--- src/rtl/gerador_imm_pipe_if.sv ---
// Decode-stage immediate generator bus: instruction handshake in, immediate handshake out.
// The slave modport is the generator's view; master is the fetch/execute side.
interface gerador_imm_pipe_if #(
  parameter int XLEN = 32
);
  logic            entrada_valida;
  logic            entrada_pronta;
  logic [31:0]     instr;
  logic            saida_valida;
  logic            saida_pronta;
  logic [XLEN-1:0] saida_imm;
  logic [2:0]      tipo_imm;
  logic            invalido;

  modport slave (
    input  entrada_valida, instr, saida_pronta,
    output entrada_pronta, saida_valida, saida_imm, tipo_imm, invalido
  );

  modport master (
    output entrada_valida, instr, saida_pronta,
    input  entrada_pronta, saida_valida, saida_imm, tipo_imm, invalido
  );
endinterface

--- src/rtl/gerador_imm_pipe.sv ---
// Pipelined RISC-V immediate generator with a main entry plus one skid entry.
// state | meaning
// VAZIO | no result held, outputs invalid
// UM    | main entry valid, skid empty, accepting
// CHEIO | main and skid valid, not accepting
module gerador_imm_pipe #(
  parameter int XLEN       = 32,
  parameter bit SHAMT_MODE = 1'b1
) (
  input  logic               clk,
  input  logic               rst_n,
  gerador_imm_pipe_if.slave  bus
);

  localparam logic [1:0] VAZIO = 2'd0;
  localparam logic [1:0] UM    = 2'd1;
  localparam logic [1:0] CHEIO = 2'd2;

  localparam logic [2:0] T_NONE = 3'd0;
  localparam logic [2:0] T_I    = 3'd1;
  localparam logic [2:0] T_S    = 3'd2;
  localparam logic [2:0] T_B    = 3'd3;
  localparam logic [2:0] T_U    = 3'd4;
  localparam logic [2:0] T_J    = 3'd5;

  // Entry layout: {invalido, tipo_imm, imm}
  localparam int EW = XLEN + 4;

  logic [6:0]         opcode;
  logic [2:0]         funct3;
  logic signed [11:0] f_i;
  logic signed [11:0] f_s;
  logic signed [12:0] f_b;
  logic signed [31:0] f_u;
  logic signed [20:0] f_j;
  logic [XLEN-1:0]    shamt;
  logic               is_shift;

  logic [XLEN-1:0] dec_imm;
  logic [2:0]      dec_tipo;
  logic            dec_inv;
  logic [EW-1:0]   dec_w;

  logic [1:0]    state_q, state_d;
  logic [EW-1:0] main_q, main_d;
  logic [EW-1:0] skid_q, skid_d;
  logic          pronta_q, pronta_d;
  logic          accept, drain, valida;

  assign opcode = bus.instr[6:0];
  assign funct3 = bus.instr[14:12];

  assign f_i = bus.instr[31:20];
  assign f_s = {bus.instr[31:25], bus.instr[11:7]};
  assign f_b = {bus.instr[31], bus.instr[7], bus.instr[30:25], bus.instr[11:8], 1'b0};
  assign f_u = {bus.instr[31:12], 12'b0};
  assign f_j = {bus.instr[31], bus.instr[19:12], bus.instr[20], bus.instr[30:21], 1'b0};

  // Shift amount width follows XLEN: 5 bits on RV32, 6 bits on RV64
  assign shamt    = (XLEN == 64) ? XLEN'(bus.instr[25:20]) : XLEN'(bus.instr[24:20]);
  assign is_shift = SHAMT_MODE && ((funct3 == 3'b001) || (funct3 == 3'b101));

  always_comb begin
    dec_imm  = '0;
    dec_tipo = T_NONE;
    dec_inv  = 1'b0;
    case (opcode)
      7'b0000011, 7'b1100111, 7'b1110011: begin
        dec_imm  = XLEN'(f_i);
        dec_tipo = T_I;
      end
      7'b0010011: begin
        dec_imm  = is_shift ? shamt : XLEN'(f_i);
        dec_tipo = T_I;
      end
      7'b0011011: begin
        if (XLEN == 64) begin
          dec_imm  = is_shift ? shamt : XLEN'(f_i);
          dec_tipo = T_I;
        end else begin
          dec_inv = 1'b1;
        end
      end
      7'b0100011: begin
        dec_imm  = XLEN'(f_s);
        dec_tipo = T_S;
      end
      7'b1100011: begin
        dec_imm  = XLEN'(f_b);
        dec_tipo = T_B;
      end
      7'b0110111, 7'b0010111: begin
        dec_imm  = XLEN'(f_u);
        dec_tipo = T_U;
      end
      7'b1101111: begin
        dec_imm  = XLEN'(f_j);
        dec_tipo = T_J;
      end
      default: dec_inv = 1'b1;
    endcase
  end

  assign dec_w = {dec_inv, dec_tipo, dec_imm};

  assign valida = (state_q != VAZIO);
  assign accept = bus.entrada_valida && pronta_q;
  assign drain  = valida && bus.saida_pronta;

  always_comb begin
    state_d = state_q;
    main_d  = main_q;
    skid_d  = skid_q;
    case (state_q)
      VAZIO: begin
        if (accept) begin
          main_d  = dec_w;
          state_d = UM;
        end
      end
      UM: begin
        if (accept && drain) begin
          main_d = dec_w;
        end else if (accept) begin
          skid_d  = dec_w;
          state_d = CHEIO;
        end else if (drain) begin
          state_d = VAZIO;
        end
      end
      CHEIO: begin
        if (drain) begin
          main_d  = skid_q;
          state_d = UM;
        end
      end
      default: state_d = VAZIO;
    endcase
  end

  // Ready is registered from the next state so saida_pronta never reaches it combinationally
  assign pronta_d = (state_d != CHEIO);

  always_ff @(posedge clk or negedge rst_n) begin
    if (!rst_n) begin
      state_q  <= VAZIO;
      main_q   <= '0;
      skid_q   <= '0;
      pronta_q <= 1'b1;
    end else begin
      state_q  <= state_d;
      main_q   <= main_d;
      skid_q   <= skid_d;
      pronta_q <= pronta_d;
    end
  end

  assign bus.entrada_pronta = pronta_q;
  assign bus.saida_valida   = valida;
  assign bus.saida_imm      = main_q[XLEN-1:0];
  assign bus.tipo_imm       = main_q[XLEN+2:XLEN];
  assign bus.invalido       = main_q[XLEN+3];

endmodule

--- src/flat_wrapper.sv ---
// flat-port wrapper written by rule: the top's interface ports become plain ports
module gerador_imm_pipe_flat 
#(
  parameter int XLEN       = 32,
  parameter bit SHAMT_MODE = 1'b1
)
  (clk, rst_n, bus_entrada_valida, bus_instr, bus_saida_pronta, bus_entrada_pronta, bus_saida_valida, bus_saida_imm, bus_tipo_imm, bus_invalido);
  gerador_imm_pipe_if #(.XLEN(XLEN)) bus_i ();
  input  logic clk;
  input  logic rst_n;
  input wire logic [$bits(bus_i.entrada_valida)-1:0] bus_entrada_valida;
  input wire logic [$bits(bus_i.instr)-1:0] bus_instr;
  input wire logic [$bits(bus_i.saida_pronta)-1:0] bus_saida_pronta;
  output wire logic [$bits(bus_i.entrada_pronta)-1:0] bus_entrada_pronta;
  output wire logic [$bits(bus_i.saida_valida)-1:0] bus_saida_valida;
  output wire logic [$bits(bus_i.saida_imm)-1:0] bus_saida_imm;
  output wire logic [$bits(bus_i.tipo_imm)-1:0] bus_tipo_imm;
  output wire logic [$bits(bus_i.invalido)-1:0] bus_invalido;
  assign bus_i.entrada_valida = bus_entrada_valida;
  assign bus_i.instr = bus_instr;
  assign bus_i.saida_pronta = bus_saida_pronta;
  assign bus_entrada_pronta = bus_i.entrada_pronta;
  assign bus_saida_valida = bus_i.saida_valida;
  assign bus_saida_imm = bus_i.saida_imm;
  assign bus_tipo_imm = bus_i.tipo_imm;
  assign bus_invalido = bus_i.invalido;
  gerador_imm_pipe #(.XLEN(XLEN), .SHAMT_MODE(SHAMT_MODE)) u_core (.clk(clk), .rst_n(rst_n), .bus(bus_i));
endmodule
--- config.mk ---
export PLATFORM = sky130hd
export DESIGN_NAME = gerador_imm_pipe_flat
export DESIGN_NICKNAME = d
export VERILOG_FILES = /design/src/rtl/gerador_imm_pipe_if.sv /design/src/rtl/gerador_imm_pipe.sv /design/src/flat_wrapper.sv
export SDC_FILE = /design/constraint.sdc
export NUM_CORES = 1
export LEC_CHECK = 0
export CORE_MARGIN = 2
export CORE_UTILIZATION = 55
export DETAILED_ROUTE_END_ITERATION = 10
export PLACE_DENSITY = 0.85
export SETUP_SLACK_MARGIN = 0.05
export SLEW_MARGIN = 40
export SYNTH_ARGS = -nofsm -noshare
export SYNTH_HDL_FRONTEND = slang
export SYNTH_SLANG_ARGS = --single-unit
export TNS_END_PERCENT = 30
--- constraint.sdc ---
create_clock -name clk -period 4.25 [get_ports clk]
set_input_delay 1.0625 -clock clk [delete_from_list [all_inputs] [get_ports clk]]
set_output_delay 1.0625 -clock clk [all_outputs]
set_load 0.01 [all_outputs]
==> results.md <==
- After global routing the overflow that remains totals 0.
- The hold buffer count at CTS is 0.
- The delay of the slowest critical-path stage is about 0.56 ns.
- Based on the critical path, the design can be clocked at up to 0.3311 GHz.
- Counting the fill cells in the layout gives between 400 and 500.
- The power after layout is 2.573 mW.
- For the final database, setup skew stands at 0.01506 ns.
- Buffers inserted during clock tree synthesis total 9.
- The final count of pins violating max slew was 0.
- The full die area is approximately 0.007 mm².
- Sequential elements use a little over half of the synthesized area.
- In the routed layout, each cell is associated on average with a via count of 6.086.
- The static power due to leakage is between 1.5 and 2 nW.
- The number of top-level pins is 74.
- Setup repair after global routing left no endpoint under its margin.
- The worst setup slack after placement is 0.9038 ns.
- In this run, synthesis produced a sequential element count of 75.
- Once the clock tree was built, the resizer swapped 0 gates to a different size.
- In this run the vertical extent of the chip is 84.94 µm.
- The clock passes through at most 2 buffers.
- After the first detailed-routing iteration, the DRC count stood at between 200 and 300.
- STA classifies the critical path startpoint as an input port.
- The via count of the first global-routing pass is 3239.
- Clock-pin slew was measured on the worst setup and hold paths at 0.08 ns.
- The routability congestion estimate is 0.9111.
- The most instantiated flip-flop cell in the synthesis netlist is sky130_fd_sc_hd__dfrtp_1.
- The synthesized cell area is 0.003603 mm².
- For the pin with the worst max-slew slack, the measured transition is between 0.8 and 0.9 ns.
- The repair_antennas step left the layout with diodes totalling 0.
- The number of antenna violations at the first check in global routing was 0.
- The flow ran to the end, and the final reports show no timing, DRC or antenna violations.
- The count of input and output buffers is 73.
- The endpoint type of the worst setup path is a flip-flop.
- Ranked by instance count, the synthesized netlist is headed by sky130_fd_sc_hd__nand2_1 (82), sky130_fd_sc_hd__dfrtp_1 (74), sky130_fd_sc_hd__a21oi_1 (40).
- The distinct cell type count of the synthesized netlist is between 40 and 50.
- The summed negative setup slack over all endpoints is 0 ns.
- Before antenna repair, the detailed router went through 5 iterations.
- For the worst flop-to-flop path, the logic depth is 6.
- In the finished design, the share of the clock period the worst path needs comes to between 70% and 80%.
- Entering global routing, the biggest net connects 51 pins.
- The share of the core filled with cells in the final layout is 72.18%.
- Among the stages of the critical path, the cell type that occurs most often is sky130_fd_sc_hd__nand3b_1.
- The global-route wire length before repair is 15610 µm.
- The detail route stage leaves a number of antenna-violating nets equal to 0.
- The final routed wire length divided by cell count is 17.89 µm.
- Setup violations remaining at the end of the flow were counted as 0.
- The synthesized netlist cell count is between 400 and 500.
- The power density relative to cell area is 561.4 mW/mm².
- Summed over its instances, the top area cell type makes up 51.39% of the synthesized netlist area.
- In the routed design, unresolved DRC markers number 0.
- The worst setup path is of the input port to flip-flop kind.
- Across the VDD grid, the largest voltage drop is 0.3690 mV.
- Dividing the synthesized area by the synthesized cell count gives around 9 µm².
- The time the final worst path needs with I/O delays and setup is 3.020 ns.
- Compared with the post-synthesis result, the final layout area differs by 27.19%.
- Ranked by total cell area, the synthesized netlist is headed by sky130_fd_sc_hd__dfrtp_1 (51%), sky130_fd_sc_hd__nand2_1 (8.5%), sky130_fd_sc_hd__a21oi_1 (5.6%).
- The worst endpoint required time is 4.53 ns.
- The fraction of synthesis flops using an asynchronous set or reset pin is 100.0%.
- The tree built by TritonCTS fans out to 75 sinks.
- The endpoint identified for the worst register-to-register timing path is u_core.main_q[29]$_DFFE_PN0P_.
- After layout, the worst setup slack is 1.230 ns.
- In this run, synthesis inferred 0 flip-flops with an integrated enable.
- The arrival time of the worst setup path is approximately 3.3 ns.
- The most critical setup path has its startpoint at bus_saida_pronta.
- The overall routed net length is 9802 µm.
- In the final layout, the multi-input gates occupy 0.001635 mm².
- The worst setup path endpoint is u_core.main_q[29]$_DFFE_PN0P_.
- The clock tree from TritonCTS is built.
- Cells with a size suffix above 1 make up a little under 9% of the layout.
- Among all cell types in the netlist, the one instantiated most often is sky130_fd_sc_hd__nand2_1.
- The tightest slew margin relative to the limit is 45.80%.
- In this run the core area contains 29 standard-cell rows.
- The number of nets in the finished design is 502.
- Summed over all instances, the cell type with the most area after synthesis is sky130_fd_sc_hd__dfrtp_1.
- The net count after synthesis is 437.
- The post-CTS setup buffer count is 0.
- The total count of hold-check failures in the final report is 0.
- CTS built an H-tree with a depth of 3.
- The critical register-to-register path startpoint is u_core.state_q[1]$_DFF_PN0_.
- The routed layout has 3335 vias.
- The area occupied by registers is about 0.0019 mm².
- Traced cell by cell, the critical path runs through clkdlybuf4s50_1 > nand3b_1 > a21boi_2 > buf_4 > nor2_1 > nand3b_1 > o211ai_2.
- The area of the core is 0.006350 mm².
- The die outline width is 84.94 µm.
- The global router's overall resource usage is between 20 and 30%.
- The highest fanout seen on the critical path is 23.
- The reg2reg setup slack is roughly 1.9 ns.
- During synthesis, Yosys emitted a total of 0 warnings.
- For this configuration, the core starts out at a cell density of 56.75%.
- The worst hold path belongs to the class flip-flop to flip-flop.
- For the worst-skew pair, the clock arrives at the later sink with an insertion delay of 0.36 ns.
- Detailed placement finished with a half-perimeter wire length of 6799 µm.
- The clock tree root buffer cell is sky130_fd_sc_hd__clkbuf_8.
- The number of maximum-capacitance constraint violations is 0.
- The standard cell with the maximum stage delay on the critical path is sky130_fd_sc_hd__clkdlybuf4s50_1.
area by class of cell:
class	count	share of cell area, %
flip-flops and latches	75	40.98
inverters	1	0.08190
clock inverters	7	1.474
well taps	77	2.102
repair buffers	80	16.98
multi-input cells	299	35.68
clock buffers	9	2.703
through the flow:
stage	hold slack [ns]	cell area [µm²]	instances
finish	0.4838	4583	548
CTS	0.4810	4583	548
global placement	0.4580	4378	532
floorplan	0.4434	3603	401
detailed placement	0.4622	4392	532
global route	0.5048	4583	548
critical path, delay by kind of cell:
family                 cells  cell delay, ns
AOI/OAI and AO/OA          2            0.47
buffers and inverters      2            0.80
and+or+nand+nor            3            0.96
worst min path at each step:
stage	from	endpoint	slack [ns]	depth (start not counted)
CTS	u_core.skid_q[32]$_DFFE_PN0P_	u_core.skid_q[32]$_DFFE_PN0P_	0.48	2
global placement	u_core.skid_q[32]$_DFFE_PN0P_	u_core.skid_q[32]$_DFFE_PN0P_	0.46	2
detailed placement	u_core.skid_q[32]$_DFFE_PN0P_	u_core.skid_q[32]$_DFFE_PN0P_	0.46	2
global route	u_core.skid_q[32]$_DFFE_PN0P_	u_core.skid_q[32]$_DFFE_PN0P_	0.50	2
finish	u_core.skid_q[32]$_DFFE_PN0P_	u_core.skid_q[32]$_DFFE_PN0P_	0.48	2
floorplan	u_core.skid_q[11]$_DFFE_PN0P_	u_core.skid_q[11]$_DFFE_PN0P_	0.44	2
per-layer routing:
layer | routed length, µm | vias up | part of all wire [%] | global-route usage [%]
met3 | 628 | 21 | 6.4 | 5.545
met5 | 0 | - | 0 | 0
met2 | 4832 | 137 | 49 | 45.67
met4 | 197 | 0 | 2.0 | 11.11
met1 | 4143 | 1625 | 42 | 36.18
li1 | - | 1552 | - | -
power breakdown:
part	switching (mW)	internal (mW)	total [mW]	leakage (nW)
Clock	0.276	0.270	0.547	0.103
Combinational	0.469	0.468	0.937	0.873
Sequential	0.141	0.949	1.09	0.961
cell usage in the layout, fill, tap and decap left out, drive strengths merged, types with 8 or more instances in the layout:
cell,netlist,final
nand2,82,82
dfrtp,74,74
clkdlybuf4s50,0,72
o21ai,41,41
a21oi,40,40
nor2,38,38
nand3b,11,11
or3,10,10
o22ai,9,9
clkbuf,21,9
a31oi,8,8
buf,5,8
o211ai,8,8
kinds of logic (layout without fill, tap and decap cells):
kind of cell	count (synthesis)	after routing	synth area share (%)
buffers and inverters	27	97	3.507
multiplexers	2	2	0.5903
flip-flops	75	75	52.12
AND/OR/NAND/NOR	171	171	22.47
AO/OA/AOI/OAI	126	126	21.32
registers in the layout, summed over array words and instances (netlist names):
signal,cells
u_core.skid_q,36
u_core.main_q,36
u_core.bus.entrada_pronta,1
u_core.state_q,2
No activity file was read; power rests on OpenSTA's default activity.
